===== config.mk =====
export PLATFORM = sky130hd
export DESIGN_NAME = first_stage_vector_streamer_flat
export DESIGN_NICKNAME = d
export VERILOG_FILES = /design/src/rtl/first_stage_vector_streamer_if.sv /design/src/rtl/first_stage_vector_streamer.sv /design/src/flat_wrapper.sv
export SDC_FILE = /design/constraint.sdc
export NUM_CORES = 1
export LEC_CHECK = 0
export CAP_MARGIN = 40
export CORE_MARGIN = 5
export CORE_UTILIZATION = 46
export CTS_CLUSTER_DIAMETER = 80
export CTS_CLUSTER_SIZE = 40
export DETAILED_ROUTE_END_ITERATION = 8
export GPL_TIMING_DRIVEN = 1
export PLACE_DENSITY = 0.79
export SLEW_MARGIN = 20
export SYNTH_ARGS = -nofsm -noshare
export SYNTH_HDL_FRONTEND = slang
export SYNTH_SLANG_ARGS = --single-unit

===== constraint.sdc =====
create_clock -name clock -period 2.1 [get_ports clock]
set_input_delay 0.315 -clock clock [delete_from_list [all_inputs] [get_ports clock]]
set_output_delay 0.315 -clock clock [all_outputs]
set_load 0.01 [all_outputs]

===== src/rtl/first_stage_vector_streamer_if.sv =====
// Bus bundle between the first-stage vector streamer, its weight memory and
// the first-stage quadrant MAC receivers.
//
// Handshake: b_element_ready is a pure valid strobe. The receivers have no
// ready/backpressure path and must take b_element on every cycle where
// b_element_ready=1. last_element and layer qualify the same beat. A memory
// read is requested by mem_read/mem_addr in cycle t, and mem_data must be
// valid in cycle t+1.
interface first_stage_vector_streamer_if #(
    parameter int ADDR_WIDTH = 8
);
    logic                  mem_read;
    logic [ADDR_WIDTH-1:0] mem_addr;
    logic signed [15:0]    mem_data;
    logic signed [15:0]    b_element;
    logic                  b_element_ready;
    logic                  last_element;
    logic [1:0]            layer;

    // Streamer side
    modport master (
        output mem_read, mem_addr,
        input  mem_data,
        output b_element, b_element_ready, last_element, layer
    );

    // Memory and receiver side
    modport slave (
        input  mem_read, mem_addr,
        output mem_data,
        input  b_element, b_element_ready, last_element, layer
    );
endinterface


===== src/rtl/first_stage_vector_streamer.sv =====
// Transmit side of the first-stage element stream. It reads LAYERS vectors of
// VECTOR_LENGTH signed elements from a synchronous weight memory and presents
// them to the receivers one per cycle, two cycles after each read is issued.
// Vectors are separated by at least GAP_CYCLES idle cycles. A vector is never
// split, because the receivers clear their accumulators on any idle cycle.
module first_stage_vector_streamer #(
    parameter int VECTOR_LENGTH = 16,
    parameter int LAYERS        = 4,
    parameter int ADDR_WIDTH    = 8,
    parameter int BASE_ADDR     = 0,
    parameter int GAP_CYCLES    = 1
) (
    input  logic       clock,
    input  logic       clear,
    input  logic       go,
    input  logic       hold,
    output logic       busy,
    output logic       done,
    output logic [1:0] dbg_state,
    first_stage_vector_streamer_if.master bus
);

    localparam int IDX_W = (VECTOR_LENGTH > 1) ? $clog2(VECTOR_LENGTH) : 1;
    localparam int GAP_W = $clog2(GAP_CYCLES + 1);
    localparam logic [IDX_W-1:0] LAST_IDX   = IDX_W'(VECTOR_LENGTH - 1);
    localparam logic [1:0]       LAST_LAYER = 2'(LAYERS - 1);
    localparam logic [GAP_W-1:0] GAP_LAST   = GAP_W'(GAP_CYCLES - 1);

    typedef enum logic [1:0] {
        IDLE  = 2'd0,
        ISSUE = 2'd1,
        GAP   = 2'd2,
        DRAIN = 2'd3
    } state_e;

    state_e                state_q;
    logic [IDX_W-1:0]      idx_q;
    logic [1:0]            layer_q;
    logic [GAP_W-1:0]      gap_q;
    logic                  rd_q;
    logic [ADDR_WIDTH-1:0] addr_q;
    logic                  busy_q;
    logic                  done_q;

    // Read-return stage: tags travelling with the read issued last cycle
    logic                  rd_v_q;
    logic                  rd_last_q;
    logic [1:0]            rd_layer_q;

    // Presentation stage
    logic                  elem_ready_q;
    logic signed [15:0]    elem_q;
    logic                  elem_last_q;
    logic [1:0]            elem_layer_q;

    // Sequencer: issues one read per cycle per vector, inserts the inter-vector gap,
    // then waits for the final element to be presented before pulsing done.
    always_ff @(posedge clock or posedge clear) begin
        if (clear) begin
            state_q <= IDLE;
            idx_q   <= '0;
            layer_q <= '0;
            gap_q   <= '0;
            rd_q    <= 1'b0;
            addr_q  <= '0;
            busy_q  <= 1'b0;
            done_q  <= 1'b0;
        end else begin
            done_q <= 1'b0;
            case (state_q)
                IDLE: begin
                    // go coinciding with the done pulse belongs to the finished run
                    if (go && !done_q) begin
                        state_q <= ISSUE;
                        idx_q   <= '0;
                        layer_q <= '0;
                        rd_q    <= 1'b1;
                        addr_q  <= ADDR_WIDTH'(BASE_ADDR);
                        busy_q  <= 1'b1;
                    end
                end
                ISSUE: begin
                    // Layers are stored back to back, so the address simply runs on
                    addr_q <= addr_q + 1'b1;
                    if (idx_q == LAST_IDX) begin
                        rd_q    <= 1'b0;
                        idx_q   <= '0;
                        gap_q   <= '0;
                        state_q <= (layer_q == LAST_LAYER) ? DRAIN : GAP;
                    end else begin
                        idx_q <= idx_q + 1'b1;
                    end
                end
                GAP: begin
                    // Minimum gap first; hold only extends it once the minimum is met
                    if (gap_q == GAP_LAST) begin
                        if (!hold) begin
                            state_q <= ISSUE;
                            rd_q    <= 1'b1;
                            layer_q <= layer_q + 2'd1;
                        end
                    end else begin
                        gap_q <= gap_q + 1'b1;
                    end
                end
                DRAIN: begin
                    // Only the final element of the run is presented with last in DRAIN
                    if (elem_ready_q && elem_last_q) begin
                        done_q  <= 1'b1;
                        busy_q  <= 1'b0;
                        state_q <= IDLE;
                    end
                end
                default: state_q <= IDLE;
            endcase
        end
    end

    // Two-stage return path: tag the read, then register memory data onto the stream.
    always_ff @(posedge clock or posedge clear) begin
        if (clear) begin
            rd_v_q       <= 1'b0;
            rd_last_q    <= 1'b0;
            rd_layer_q   <= '0;
            elem_ready_q <= 1'b0;
            elem_q       <= '0;
            elem_last_q  <= 1'b0;
            elem_layer_q <= '0;
        end else begin
            rd_v_q       <= rd_q;
            rd_last_q    <= rd_q && (idx_q == LAST_IDX);
            rd_layer_q   <= layer_q;
            elem_ready_q <= rd_v_q;
            elem_q       <= rd_v_q ? bus.mem_data : 16'sd0;
            elem_last_q  <= rd_v_q && rd_last_q;
            // layer only moves when an element is actually presented
            if (rd_v_q) begin
                elem_layer_q <= rd_layer_q;
            end
        end
    end

    assign bus.mem_read        = rd_q;
    assign bus.mem_addr        = addr_q;
    assign bus.b_element       = elem_q;
    assign bus.b_element_ready = elem_ready_q;
    assign bus.last_element    = elem_last_q;
    assign bus.layer           = elem_layer_q;
    assign busy                = busy_q;
    assign done                = done_q;
    assign dbg_state           = state_q;

endmodule


===== src/flat_wrapper.sv =====
// flat-port wrapper written by rule: the top's interface ports become plain ports
module first_stage_vector_streamer_flat 
#(
    parameter int VECTOR_LENGTH = 16,
    parameter int LAYERS        = 4,
    parameter int ADDR_WIDTH    = 8,
    parameter int BASE_ADDR     = 0,
    parameter int GAP_CYCLES    = 1
)
  (clock, clear, go, hold, busy, done, dbg_state, bus_mem_read, bus_mem_addr, bus_mem_data, bus_b_element, bus_b_element_ready, bus_last_element, bus_layer);
  first_stage_vector_streamer_if #(.ADDR_WIDTH(ADDR_WIDTH)) bus_i ();
  input  logic clock;
  input  logic clear;
  input  logic go;
  input  logic hold;
  output logic busy;
  output logic done;
  output logic [1:0] dbg_state;
  output wire logic [$bits(bus_i.mem_read)-1:0] bus_mem_read;
  output wire logic [$bits(bus_i.mem_addr)-1:0] bus_mem_addr;
  input wire logic [$bits(bus_i.mem_data)-1:0] bus_mem_data;
  output wire logic [$bits(bus_i.b_element)-1:0] bus_b_element;
  output wire logic [$bits(bus_i.b_element_ready)-1:0] bus_b_element_ready;
  output wire logic [$bits(bus_i.last_element)-1:0] bus_last_element;
  output wire logic [$bits(bus_i.layer)-1:0] bus_layer;
  assign bus_mem_read = bus_i.mem_read;
  assign bus_mem_addr = bus_i.mem_addr;
  assign bus_i.mem_data = bus_mem_data;
  assign bus_b_element = bus_i.b_element;
  assign bus_b_element_ready = bus_i.b_element_ready;
  assign bus_last_element = bus_i.last_element;
  assign bus_layer = bus_i.layer;
  first_stage_vector_streamer #(.VECTOR_LENGTH(VECTOR_LENGTH), .LAYERS(LAYERS), .ADDR_WIDTH(ADDR_WIDTH), .BASE_ADDR(BASE_ADDR), .GAP_CYCLES(GAP_CYCLES)) u_core (.clock(clock), .clear(clear), .go(go), .hold(hold), .busy(busy), .done(done), .dbg_state(dbg_state), .bus(bus_i));
endmodule

==> summary.txt, run 1 <==
Run status
  – Status: finished, final reports clean

Worst setup path
  – Worst-path fanout max: 19
  – RR Startpoint: u_core.dbg_state[0]
  – Setup CP Type: reg2reg
  – Crit path DAT: 2110 ps
  – Worst EP required: 2320 ps
  – Crit start category: register
  – R2r setup slk: 210 ps
  – R2R Path End: u_core.bus.mem_addr[6]
  – R2R cell count: 5
  – CP endpoint kind: register

Timing
  – Actual slew at the worst max-slew pin: 519 ps
  – Setup violators final: 0
  – Final Critical Period: 1890 ps
  – Rel. slew slack: 0.654
  – Final cycle utilization of the critical path: 0.899
  – Clock skew: slightly below 5 ps
  – RSZ-0062 raised after global routing: no
  – Final max-slew violation count: 0
  – Fin Hold WS: approximately 420 ps
  – Final hold vios: 0
  – TNS Setup: 0 ps
  – Top achievable clock speed: 530 MHz

Clock network
  – Clock Latency Late Sink: 290 ps
  – CTS tree: built
  – CTS H-tree lvls: 2
  – Post-CTS Repair Setup Buffers: 0
  – Post-cts sizing count: 0
  – Clk buf depth: 2
  – CTS Buf Count: 5
  – Hold bufs inserted after CTS: 0
  – Sink Count: 43
  – Clk root buf: clkbuf_8
  – Clk slew on worst S/H paths: around 70 ps

Logic synthesis
  – Register bit total from synthesis: 43
  – Share of Yosys cell area claimed by the top area cell type: 0.609
  – Post-synth EDFFs: 0
  – Synth unique cells: 29
  – Area leader, netlist: dfrtp_1
  – Post-Syn Instances: 152
  – Synthesized area per cell: 11.6 µm²
  – Synthesized area: 1770 µm²
  – Post-synthesis sequential area ratio: 0.609
  – Synth Warn #: 0
  – Synth top area cells: dfrtp_1 (61%), and2_1 (6.4%), ha_1 (5.7%)
  – Async SR Flop Fraction: 1.00
  – Count leader, synth: dfrtp_1
  – Most instantiated cells after synthesis: dfrtp_1 (43), and2_1 (18), nand2_1 (15)
  – Synth Net Count: 180
  – Main synth FF type: dfrtp_1

Place
  – Cell Area, Placed: 2350 µm²
  – Routability Congestion: 0.921
  – Dpl hpwl: roughly 2700 µm
  – Port bufs: 52

Route
  – Routed WL: 3700 µm
  – Vias per std cell: 5.11
  – DRC violations left: 0
  – Via Count: 1318
  – First-pass DRT Iterations: 4
  – Initial drt markers: 84
  – Final ANT Viol Nets: 0
  – DR WL/cell: 14.3 µm

Die
  – Die X: ~70 µm
  – Die area: 5180 µm²
  – I/O Pins: 53
  – Die Y: 72.0 µm
  – # rows: 22
  – Initial Utilization: 0.479
  – Core ar.: around 3700 µm²

Finish
  – Final instance area: 2430 µm²
  – Final net count: 237
  – Layout area overhead: 37.7%
  – ANT cells: 0
  – Util after Layout: 0.660
  – Share of layout cells above drive strength 1: 0.0714

Job
  – # Max-Cap Violations: 0

Pwr
  – Pwr Total: roughly 2.3 mW
  – Power Dens Cells: 925 nW/µm²
  – Peak VDD IR: 0.611 mV
  – Leak: 1.09 nW

Global routing
  – First-pass GRT wire length: 6260 µm
  – Vias in the first global route: 1331
  – Grt ovf: 0
  – Initial antenna violation count: 0
  – GRT Resource Usage Total: 0.154
  – Largest net degree at the start of global routing: 44

Hold path
  – Tightest Hold Check Type: reg2reg
  – Worst hold start: u_core.layer_q[1]
  – Hold Crit Depth: 0
  – Hold path endpoint: u_core.rd_layer_q[1]
==> critical path, cell delays in order, from the launching register on <==
cell and delay [ps]:
dfrtp_1 430, inv_1 120, ha_1 280, mux2_4 420, or4_1 480, nand3_1 100
==> state kept, by name (all words and copies together), names as in the netlist, 2 cells and up <==
signal                count
u_core.bus.layer          2
u_core.layer_q            2
u_core.bus.b_element     16
u_core.idx_q              4
u_core.dbg_state          2
u_core.bus.mem_addr       8
u_core.rd_layer_q         2
==> routing by layer <==
layer | track usage | share of wire | up-vias
met5 | 0 | 0 | -
met2 | 0.240 | 0.44 | 49
met4 | 0.0418 | 0.0097 | 0
met1 | 0.203 | 0.47 | 621
met3 | 0.0568 | 0.080 | 5
li1 | - | - | 643
==> cells in the final DEF, fill, tap and decap left out, drive strengths merged, types with 3 or more instances in the layout <==
| master | Yosys | final |
|---|---|---|
| o31ai | 3 | 3 |
| nor2 | 4 | 4 |
| or4 | 3 | 3 |
| ha | 8 | 8 |
| inv | 5 | 5 |
| a22o | 3 | 3 |
| o21ai | 6 | 6 |
| nand2 | 15 | 15 |
| clkbuf | 4 | 6 |
| mux2 | 4 | 4 |
| a21oi | 6 | 6 |
| and3 | 4 | 4 |
| and2 | 18 | 18 |
| nand3 | 12 | 12 |
| dfrtp | 43 | 43 |
| clkdlybuf4s50 | 0 | 52 |
==> cell type report <==
type | instances | area [µm²]
Clock buffer | 6 | 72.6
Clock inverter | 2 | 12.5
Fill cell | 307 | 1250
Inverter | 5 | 18.8
Multi-Input combinational cell | 100 | 658
Sequential cell | 43 | 1080
Tap cell | 48 | 60.1
Timing Repair Buffer | 54 | 536
==> worst max path at each step <==
| stage | start | end | depth (start not counted) |
|---|---|---|---|
| 6_report | u_core.dbg_state[0] | u_core.bus.mem_addr[6] | 5 |
| 5_1_grt | u_core.dbg_state[0] | u_core.bus.mem_addr[6] | 5 |
| 4_1_cts | u_core.dbg_state[0] | u_core.bus.mem_addr[6] | 5 |
| 3_5_place_dp | go | u_core.bus.mem_addr[5] | 5 |
| 3_3_place_gp | go | u_core.bus.mem_addr[6] | 5 |
| 2_1_floorplan | u_core.dbg_state[0] | u_core.bus.mem_addr[6] | 5 |
==> cell families (layout without fill, tap and decap cells) <==
kind of cell    Yosys count  count (layout)  synth area share
compound gates           24              24            0.0906
xor+xnor                  1               1           0.00495
fa+ha+maj                 8               8            0.0566
buf+inv                   9              67            0.0191
flops                    43              43             0.609
mux                       5               5            0.0333
simple gates             62              62             0.187
==> per-stage QoR <==
step / std cells / setup WS [ps]
3_5_place_dp: 250 / 158
4_1_cts: 258 / 219
5_1_grt: 258 / 106
3_3_place_gp: 250 / 194
2_1_floorplan: 152 / 353
6_report: 258 / 212
==> power breakdown <==
group | leakage (nW) | switching (mW) | internal, mW
logic | 0.520 | 0.368 | 0.351
registers | 0.532 | 0.106 | 0.931
clock network | 0.0412 | 0.263 | 0.232
Note: power is estimated with default switching activity, not from simulation.
==> inputs of run 2 (changes only) <==
- CAP_MARGIN: 40 -> default
==> results of run 2 <==
The final DEF is identical to that of run 1; final timing and power are the same.
